<file path="config.mk">
export PLATFORM = sky130hd
export DESIGN_NAME = video_timing_generator
export DESIGN_NICKNAME = d
export VERILOG_FILES = /design/src/rtl/video_timing_generator_pkg.sv /design/src/rtl/video_timing_generator_sync_region.sv /design/src/rtl/video_timing_generator.sv
export SDC_FILE = /design/constraint.sdc
export NUM_CORES = 1
export LEC_CHECK = 0
export BUFFER_PORTS_ARGS = -buffer_cell sky130_fd_sc_hd__buf_2
export CAP_MARGIN = 20
export CORE_ASPECT_RATIO = 1.4
export CORE_MARGIN = 2
export CORE_UTILIZATION = 55
export DETAILED_ROUTE_END_ITERATION = 10
export PLACE_DENSITY_LB_ADDON = 0.3
export SYNTH_ARGS = -nofsm -noshare
export SYNTH_HDL_FRONTEND = slang
export SYNTH_SLANG_ARGS = --single-unit
</file>
<file path="constraint.sdc">
create_clock -name clock -period 7.4 [get_ports clock]
set_clock_uncertainty 0.15 [all_clocks]
set_input_delay 0.74 -clock clock [delete_from_list [all_inputs] [get_ports clock]]
set_output_delay 0.74 -clock clock [all_outputs]
set_load 0.02 [all_outputs]
</file>
<file path="src/rtl/video_timing_generator_pkg.sv">
// Shared video mode description and the canned HDMI/VGA modes used by the raster timing generator.
package video_timing_generator_pkg;

    typedef struct packed {
        logic [11:0] h_visible;
        logic [11:0] h_front;
        logic [11:0] h_sync;
        logic [11:0] h_back;
        logic [11:0] v_visible;
        logic [11:0] v_front;
        logic [11:0] v_sync;
        logic [11:0] v_back;
        logic        h_sync_pol;
        logic        v_sync_pol;
    } VideoMode;

    localparam VideoMode VIDEO_MODE_VGA = '{
        h_visible: 12'd640,  h_front: 12'd16,  h_sync: 12'd96, h_back: 12'd48,
        v_visible: 12'd480,  v_front: 12'd10,  v_sync: 12'd2,  v_back: 12'd33,
        h_sync_pol: 1'b0,    v_sync_pol: 1'b0
    };

    localparam VideoMode VIDEO_MODE_720P = '{
        h_visible: 12'd1280, h_front: 12'd110, h_sync: 12'd40, h_back: 12'd220,
        v_visible: 12'd720,  v_front: 12'd5,   v_sync: 12'd5,  v_back: 12'd20,
        h_sync_pol: 1'b1,    v_sync_pol: 1'b1
    };

    localparam VideoMode VIDEO_MODE_1080P = '{
        h_visible: 12'd1920, h_front: 12'd88,  h_sync: 12'd44, h_back: 12'd148,
        v_visible: 12'd1080, v_front: 12'd4,   v_sync: 12'd5,  v_back: 12'd36,
        h_sync_pol: 1'b1,    v_sync_pol: 1'b1
    };

    // Full period of one axis, wrapping in 12 bits like the counters that use it.
    function automatic logic [11:0] span_total(input logic [11:0] visible,
                                               input logic [11:0] front,
                                               input logic [11:0] sync,
                                               input logic [11:0] back);
        return visible + front + sync + back;
    endfunction

endpackage

</file>
<file path="src/rtl/video_timing_generator_sync_region.sv">
// Decodes one raster axis (horizontal or vertical): visible area, sync pulse level and wrap point.
module sync_region
    import video_timing_generator_pkg::*;
(
    input  logic [11:0] pos,
    input  logic [11:0] visible,
    input  logic [11:0] front,
    input  logic [11:0] sync,
    input  logic [11:0] back,
    input  logic        pol,
    output logic        in_visible,
    output logic        sync_level,
    output logic        wrap
);

    logic [11:0] sync_start;
    logic [11:0] sync_end;
    logic [11:0] total;

    always_comb begin
        sync_start = visible + front;
        sync_end   = sync_start + sync;
        total      = span_total(visible, front, sync, back);
        in_visible = pos < visible;
        // Negative polarity inverts the raw pulse so the idle level is high.
        sync_level = ((pos >= sync_start) && (pos < sync_end)) ^ ~pol;
        // Anything at or past the last position wraps, so a shrinking mode can never run away.
        wrap       = pos >= (total - 12'd1);
    end

endmodule

</file>
<file path="src/rtl/video_timing_generator.sv">
// Raster timing generator: pixel/line counters, syncs, DE and strobes; mode changes land only on frame boundaries.
module video_timing_generator
    import video_timing_generator_pkg::*;
(
    input  logic        clock,
    input  logic        reset,
    input  VideoMode    videoMode,
    output logic [11:0] counterX,
    output logic [11:0] counterY,
    output logic        hsync,
    output logic        vsync,
    output logic        de,
    output logic        line_start,
    output logic        frame_start
);

    VideoMode    active_mode_q, active_mode_d;
    logic [11:0] x_q, x_d;
    logic [11:0] y_q, y_d;
    logic [11:0] counter_x_q, counter_x_d;
    logic [11:0] counter_y_q, counter_y_d;
    logic        hsync_q, hsync_d;
    logic        vsync_q, vsync_d;
    logic        de_q, de_d;
    logic        line_start_q, line_start_d;
    logic        frame_start_q, frame_start_d;

    logic        h_visible_flag, h_sync_level, h_wrap;
    logic        v_visible_flag, v_sync_level, v_wrap;

    sync_region u_h_region (
        .pos        (x_q),
        .visible    (active_mode_q.h_visible),
        .front      (active_mode_q.h_front),
        .sync       (active_mode_q.h_sync),
        .back       (active_mode_q.h_back),
        .pol        (active_mode_q.h_sync_pol),
        .in_visible (h_visible_flag),
        .sync_level (h_sync_level),
        .wrap       (h_wrap)
    );

    sync_region u_v_region (
        .pos        (y_q),
        .visible    (active_mode_q.v_visible),
        .front      (active_mode_q.v_front),
        .sync       (active_mode_q.v_sync),
        .back       (active_mode_q.v_back),
        .pol        (active_mode_q.v_sync_pol),
        .in_visible (v_visible_flag),
        .sync_level (v_sync_level),
        .wrap       (v_wrap)
    );

    always_comb begin
        active_mode_d = active_mode_q;
        x_d           = h_wrap ? 12'd0 : x_q + 12'd1;
        y_d           = y_q;
        if (h_wrap) begin
            if (v_wrap) begin
                y_d           = 12'd0;
                // Only the request present on the final pixel of a frame is taken.
                active_mode_d = videoMode;
            end else begin
                y_d = y_q + 12'd1;
            end
        end

        counter_x_d   = x_q;
        counter_y_d   = y_q;
        hsync_d       = h_sync_level;
        vsync_d       = v_sync_level;
        de_d          = h_visible_flag && v_visible_flag;
        line_start_d  = (x_q == 12'd0);
        frame_start_d = (x_q == 12'd0) && (y_q == 12'd0);
    end

    always_ff @(posedge clock or posedge reset) begin
        if (reset) begin
            active_mode_q <= VIDEO_MODE_1080P;
            x_q           <= 12'd0;
            y_q           <= 12'd0;
            counter_x_q   <= 12'd0;
            counter_y_q   <= 12'd0;
            hsync_q       <= 1'b0;
            vsync_q       <= 1'b0;
            de_q          <= 1'b0;
            line_start_q  <= 1'b0;
            frame_start_q <= 1'b0;
        end else begin
            active_mode_q <= active_mode_d;
            x_q           <= x_d;
            y_q           <= y_d;
            counter_x_q   <= counter_x_d;
            counter_y_q   <= counter_y_d;
            hsync_q       <= hsync_d;
            vsync_q       <= vsync_d;
            de_q          <= de_d;
            line_start_q  <= line_start_d;
            frame_start_q <= frame_start_d;
        end
    end

    assign counterX    = counter_x_q;
    assign counterY    = counter_y_q;
    assign hsync       = hsync_q;
    assign vsync       = vsync_q;
    assign de          = de_q;
    assign line_start  = line_start_q;
    assign frame_start = frame_start_q;

endmodule
</file>
==> out/qor.csv, run 1 <==
metric,value,unit
Crit. End Element,flip-flop,
largest area contributor in the netlist,dfrtp_1,
synth top area cells,"dfrtp_1 28%, ha_1 20%, dfstp_2 5.6%, mux2_4 5.3%, inv_1 4.7%",
final period utilization,93.3,%
pins over their slew limit,0,
Critical Path AT,7.08,ns
Clock Path Buffers,2,
Starting Density,55.7,%
#FFs+latches synth,151,
drt drc,0,
"antenna viol nets, final",0,
Power Density,142,nW/um^2
worst hold-check path type,input pin to async pin,
GP Congestion,0.906,
site row count,62,
die footprint,21800,um^2
Ports,129,
asr flop ratio synth,100,%
htree depth,4,
Root Buffer Master,clkbuf_16,
Via Count,8878,
all-layer global routing usage,26.0,%
max-cap viol count,0,
core area,20300,um^2
port buffer count,128,
Initial DRC Count,632,
number of nets in the layout,1566,
status,completed,
Clock Sinks,151,
final-report hold violation count,0,
CP Launch Type,flip-flop,
Setup TNS,0,ns
CP top delay family,compound AO/OA/AOI/OAI gates,
post-synth design cell area,11300,um^2
Cells after Synth,1147,
proportion of layout cells with a drive suffix above 1,20.6,%
Total Power,1.82,mW
hpwl dp,21.5,mm
Slew headroom,32.9,%
RSZ-0062 raised after global routing,no,
"Avg Cell Area, Syn",9.87,um^2
drt total wl,27.6,mm
die width,125,um
leak pwr,7.05,nW
Worst Path Required,7.58,ns
CP dominant cell by count,ha_1,
Slowest Stage Delay on Critical Path,0.54,ns
"Seq/Total Area, Yosys",33.7,%
Synth Net Count,1433,
Final Critical Period,6.90,ns
CTS tree,done,
Fmax,145,MHz
crit path buf inv count,3,
largest net degree at the start of global routing,78,
# hold bufs at CTS,0,
initial antenna violation count,0,
Worst-Skew Late Latency,0.44,ns
"Max FO, Critical Path",26,
CP Class,flip-flop to flip-flop,
GRT overflow,0,
worst slew pin tran,1.01,ns
Fillers,1711,
Unique masters post-synth,74,
DR pass1 iterations,5,
CP max-delay cell,nor4bb_1,
Die Y,174,um
TritonCTS Buffers,17,
# setup viols final,0,
number of diodes,0,
vias per cell,5.73,
Synth-to-Final Area Change,13.6,%
"EDFF count, synth",0,
vias in the first global route,9203,
main flop type after synthesis,dfrtp_1,
yosys warns,0,
first-pass GRT wire length,45.0,mm
worst vdd ir,166,uV
post-synth top area share,28.1,%
clk slew on worst S/H paths,0.07,ns
WL/cell,17.8,um
[synthesized netlist by cell type (3+ instances only)]
master and count:
mux2_2 13, a31oi_1 3, o21a_1 7, nor4b_1 5
or2_2 3, xnor2_1 40, nand3b_1 6, nand2b_1 11
a21o_1 25, dfrtp_1 127, fa_1 6, a311o_1 3
inv_1 142, nand3_1 76, o211ai_1 5, clkbuf_1 10
and2_1 4, a211oi_1 8, and4_1 3, o2111ai_1 5
mux2_4 40, nand2_1 47, nor2_1 49, nor4_1 5
o21ai_1 4, xor2_1 27, buf_12 5, buf_2 7
ha_1 180, a21oi_1 66, nor2b_1 11, a21boi_0 3
a22o_1 6, nand4_1 6, dfstp_2 24, and3_1 11
o21ai_0 77, nor3_1 20, o21bai_1 9
[timing repair]
action,4_1_cts,5_1_grt
setup endpoints to repair,0,104
resized for setup,0,6
buffers inserted,0,0
[power by group]
group	switching (mW)	internal, mW
sequential	0	0.826
combinational	0.0254	0.0195
clock	0.357	0.593
[cells in the final DEF (no fill, tap or decap), drive strengths merged, types with 4 or more instances in the layout]
cell and n:
o21a 7, mux2 55, nand3b 6, dfrtp 127, nor3 20, and3 11, a31oi 4, clkinvlp 4
xnor2 41, ha 180, nor4b 5, a21oi 67, nand2 47, inv 143, fa 6, buf 139
nor4 6, o211ai 5, clkbuf 22, dfstp 24, xor2 27, nand3 76, a21o 25, nor2b 11
bufinv 4, a22o 6, and2 4, nor2 51, o2111ai 5, nand4 6, nand2b 11, o21bai 9
o21ai 81, a211oi 10
[state kept, by name (all words and copies together) (netlist names)]
register	flops
de	1
hsync	1
counterX	12
line_start	1
active_mode_q	98
counter_y_d	12
counter_x_d	12
frame_start	1
vsync	1
counterY	12
[through the flow]
stage               cells  setup WS (ns)  utilization (%)  hold slack (ns)  cell area [um^2]
finish               1549          0.498             63.3            0.253             12900
detailed placement   1517          0.404             60.0            0.342             12200
global placement     1517          0.451             60.0            0.328             12200
global route         1549         0.0216             63.3            0.321             12900
floorplan            1147           1.01                -            0.276             11300
CTS                  1549          0.378             63.2            0.274             12800
[layout make-up]
type	instances	area [um^2]	area share [%]
clock buffer	22	474	3.69
clock inverter	10	168	1.30
inverter	142	538	4.18
multi-input combinational	829	6800	52.9
sequential	151	3810	29.6
tap	256	320	2.49
timing repair buffer	139	748	5.82
[worst paths after layout]
kind / startpoint / to / slack, ns / cells after the start
setup / recovery: active_mode_q[86] / active_mode_q[17] / 0.50 / 27
hold / removal: reset / active_mode_q[55] / 0.25 / 2
setup reg to reg: active_mode_q[86] / active_mode_q[17] / 0.50 / 27
hold reg to reg: active_mode_q[21] / active_mode_q[21] / 0.36 / 1
max in group asynchronous: reset / active_mode_q[92] / 5.39 / 3
min in group clock: active_mode_q[21] / active_mode_q[21] / 0.36 / 1
[layer usage]
layer | part of all wire [%] | track usage (%)
met1 | 40 | 29.1
met3 | 3.8 | 3.77
met2 | 53 | 48.0
met5 | 0 | 0
met4 | 4.0 | 12.3
[logic make-up (layout without fill, tap and decap cells)]
| kind of cell | Yosys count | count (layout) | synth area share [%] |
|---|---|---|---|
| xor+xnor | 70 | 70 | 5.73 |
| fa+ha+maj | 186 | 186 | 21.0 |
| buf+inv | 167 | 313 | 6.50 |
| simple gates | 269 | 269 | 12.3 |
| flops | 151 | 151 | 33.7 |
| mux | 56 | 56 | 6.89 |
| compound gates | 248 | 248 | 14.0 |
No activity file was read; power rests on OpenSTA's default activity.
==> run 2, diff against run 1 <==
--- a/config.mk
+++ b/config.mk
@@ -5,12 +5,12 @@
 export SDC_FILE = /design/constraint.sdc
 export NUM_CORES = 1
 export LEC_CHECK = 0
-export BUFFER_PORTS_ARGS = -buffer_cell sky130_fd_sc_hd__buf_2
 export CAP_MARGIN = 20
 export CORE_ASPECT_RATIO = 1.4
 export CORE_MARGIN = 2
 export CORE_UTILIZATION = 55
 export DETAILED_ROUTE_END_ITERATION = 10
+export DONT_BUFFER_PORTS = 1
 export PLACE_DENSITY_LB_ADDON = 0.3
 export SYNTH_ARGS = -nofsm -noshare
 export SYNTH_HDL_FRONTEND = slang
==> out/qor.csv, run 2 (synthesis gave the netlist of run 1 again) <==
metric,value,unit,change
"commonest non-fill, non-tap cells in the layout","180 x ha_1, 141 x inv_1, 127 x dfrtp_1, 76 x o21ai_0, 75 x nand3_1",,
worst hold-check path type,input pin to async pin,,
Die Y,174,um,unchanged
"antenna viol nets, final",0,,unchanged
Power Density,139,nW/um^2,-2.0%
Fmax,143,MHz,-1.3%
Final Critical Period,6.99,ns,+0.0922 ns
vias per cell,6.00,,+4.6%
status,completed,,
Starting Density,55.7,%,unchanged
Initial DRC Count,595,,-5.9%
Ports,129,,unchanged
drt drc,0,,unchanged
Worst-Skew Late Latency,0.45,ns,about the same
"commonest non-fill, non-tap cell in the layout",ha_1,,
vias in the first global route,8671,,-5.8%
leak pwr,6.50,nW,-7.8%
Critical Path AT,7.17,ns,+0.09 ns
largest net degree at the start of global routing,80,,+2.6%
core area,20300,um^2,unchanged
Total Power,1.69,mW,-7.2%
clk slew on worst S/H paths,0.06,ns,about the same
max reg flops,98,,unchanged
Slew headroom,37.0,%,+4.1 points
first-pass GRT wire length,45.2,mm,+0.31%
worst slew pin tran,0.945,ns,-0.0617 ns
CP Launch Type,flip-flop,,
"Cell Area, Placed",11600,um^2,-5.1%
die width,125,um,unchanged
GP Congestion,0.922,,+1.8%
Crit. End Element,flip-flop,,
final-report hold violation count,0,,unchanged
TritonCTS Buffers,17,,unchanged
Via Count,8537,,-3.8%
hpwl dp,21.5,mm,+0.16%
Final Cell Area,12200,um^2,-5.3%
CP max-delay cell,nor3b_1,,
CP dominant cell by count,ha_1,,
max-cap viol count,0,,unchanged
pins over their slew limit,0,,unchanged
CTS tree,done,,
DR pass1 iterations,5,,unchanged
GRT overflow,0,,unchanged
worst vdd ir,149,uV,-10%
drt total wl,28.2,mm,+2.2%
initial antenna violation count,0,,unchanged
number of nets in the layout,1441,,-8.0%
htree depth,4,,unchanged
# setup viols final,0,,unchanged
number of diodes,0,,unchanged
port buffer count,0,,-100%
Root Buffer Master,clkbuf_16,,
CP Class,flip-flop to flip-flop,,
CP Launch Point,active_mode_q[26],,
proportion of layout cells with a drive suffix above 1,12.3,%,-8.3 points
final core utilization,59.9,%,-3.4 points
Reg-to-Reg Start,active_mode_q[26],,
Clock Sinks,151,,unchanged
die footprint,21800,um^2,unchanged
site row count,62,,unchanged
Worst Path Required,7.58,ns,about the same
Biggest register,active_mode_q,,
Slowest Stage Delay on Critical Path,0.49,ns,-0.05 ns
# hold bufs at CTS,0,,unchanged
Fillers,1732,,+1.2%
WL/cell,19.8,um,+11%
Synth-to-Final Area Change,7.57,%,
final period utilization,94.5,%,+1.2 points
all-layer global routing usage,26.4,%,+0.48 points
Clock Path Buffers,2,,unchanged
"Max FO, Critical Path",19,,-27%
## run 2: cell count changes in the layout (fill, tap and decap cells not counted), moves of 2 or more
cell | before | now
clkinv_2 | 0 | 2
buf_4 | 9 | 11
clkinv_4 | 1 | 4
clkbuf_8 | 3 | 1
bufinv_16 | 4 | 1
buf_2 | 128 | 0
inv_6 | 2 | 4
## run 2: what timing repair did
action / CTS / global route
resized for setup: 0 / 4
setup endpoints to repair: 0 / 98
setup buffers: 0 / 3
## run 2: per-stage QoR
| step | TNS [ns] | setup slack [ns] | hold slack, ns | cells |
|---|---|---|---|---|
| after floorplan | 0 | 1.01 | 0.276 | 1147 |
| after global placement | 0 | 0.500 | 0.342 | 1389 |
| after detailed placement | 0 | 0.325 | 0.343 | 1389 |
| after CTS | 0 | 0.260 | 0.147 | 1421 |
| after global routing | -0.0445 | -0.0163 | 0.195 | 1424 |
| final | 0 | 0.406 | 0.132 | 1424 |
## run 2: report_power, final
part / switching [mW] / internal (mW) / total [mW]
logic: 0.0158 / 0.00139 / 0.0172
registers: 0 / 0.826 / 0.826
clock network: 0.372 / 0.475 / 0.847
total: 0.388 / 1.30 / 1.69
## run 2: layout make-up
type	instances	area [um^2]	area share (%)
multi-input combinational	829	6800	55.8
tap	256	320	2.63
timing repair buffer	14	143	1.17
clock inverter	13	124	1.02
inverter	142	538	4.42
clock buffer	19	443	3.64
sequential	151	3810	31.3
## run 2: final timing paths
path	endpoint	slack (ns)	depth (start not counted)
worst max-delay path	active_mode_q[36]	0.41	30
worst min-delay path	active_mode_q[34]	0.13	1
worst max register to register	active_mode_q[36]	0.41	30
worst min register to register	active_mode_q[21]	0.36	1
max in group asynchronous	active_mode_q[87]	5.52	2
min in group clock	active_mode_q[41]	0.26	2
## run 2: layer usage
layer	wire, um	share of wire, %	up-vias	GRT usage, %
met1	10900	39	4109	29.6
li1	-	-	4084	-
met3	1270	4.5	76	4.26
met4	1150	4.1	0	12.7
met5	0	0	-	0
met2	14900	53	268	48.4
## run 2: worst max-delay path, delay by kind of cell, from the launching register on
kind	cells	cell delay, ns
multiplexers	2	0.64
buffers and inverters	2	0.29
AO/OA/AOI/OAI	11	1.71
flip-flops	1	0.39
AND/OR/NAND/NOR	9	1.84
adder cells (fa/ha/maj)	6	1.87
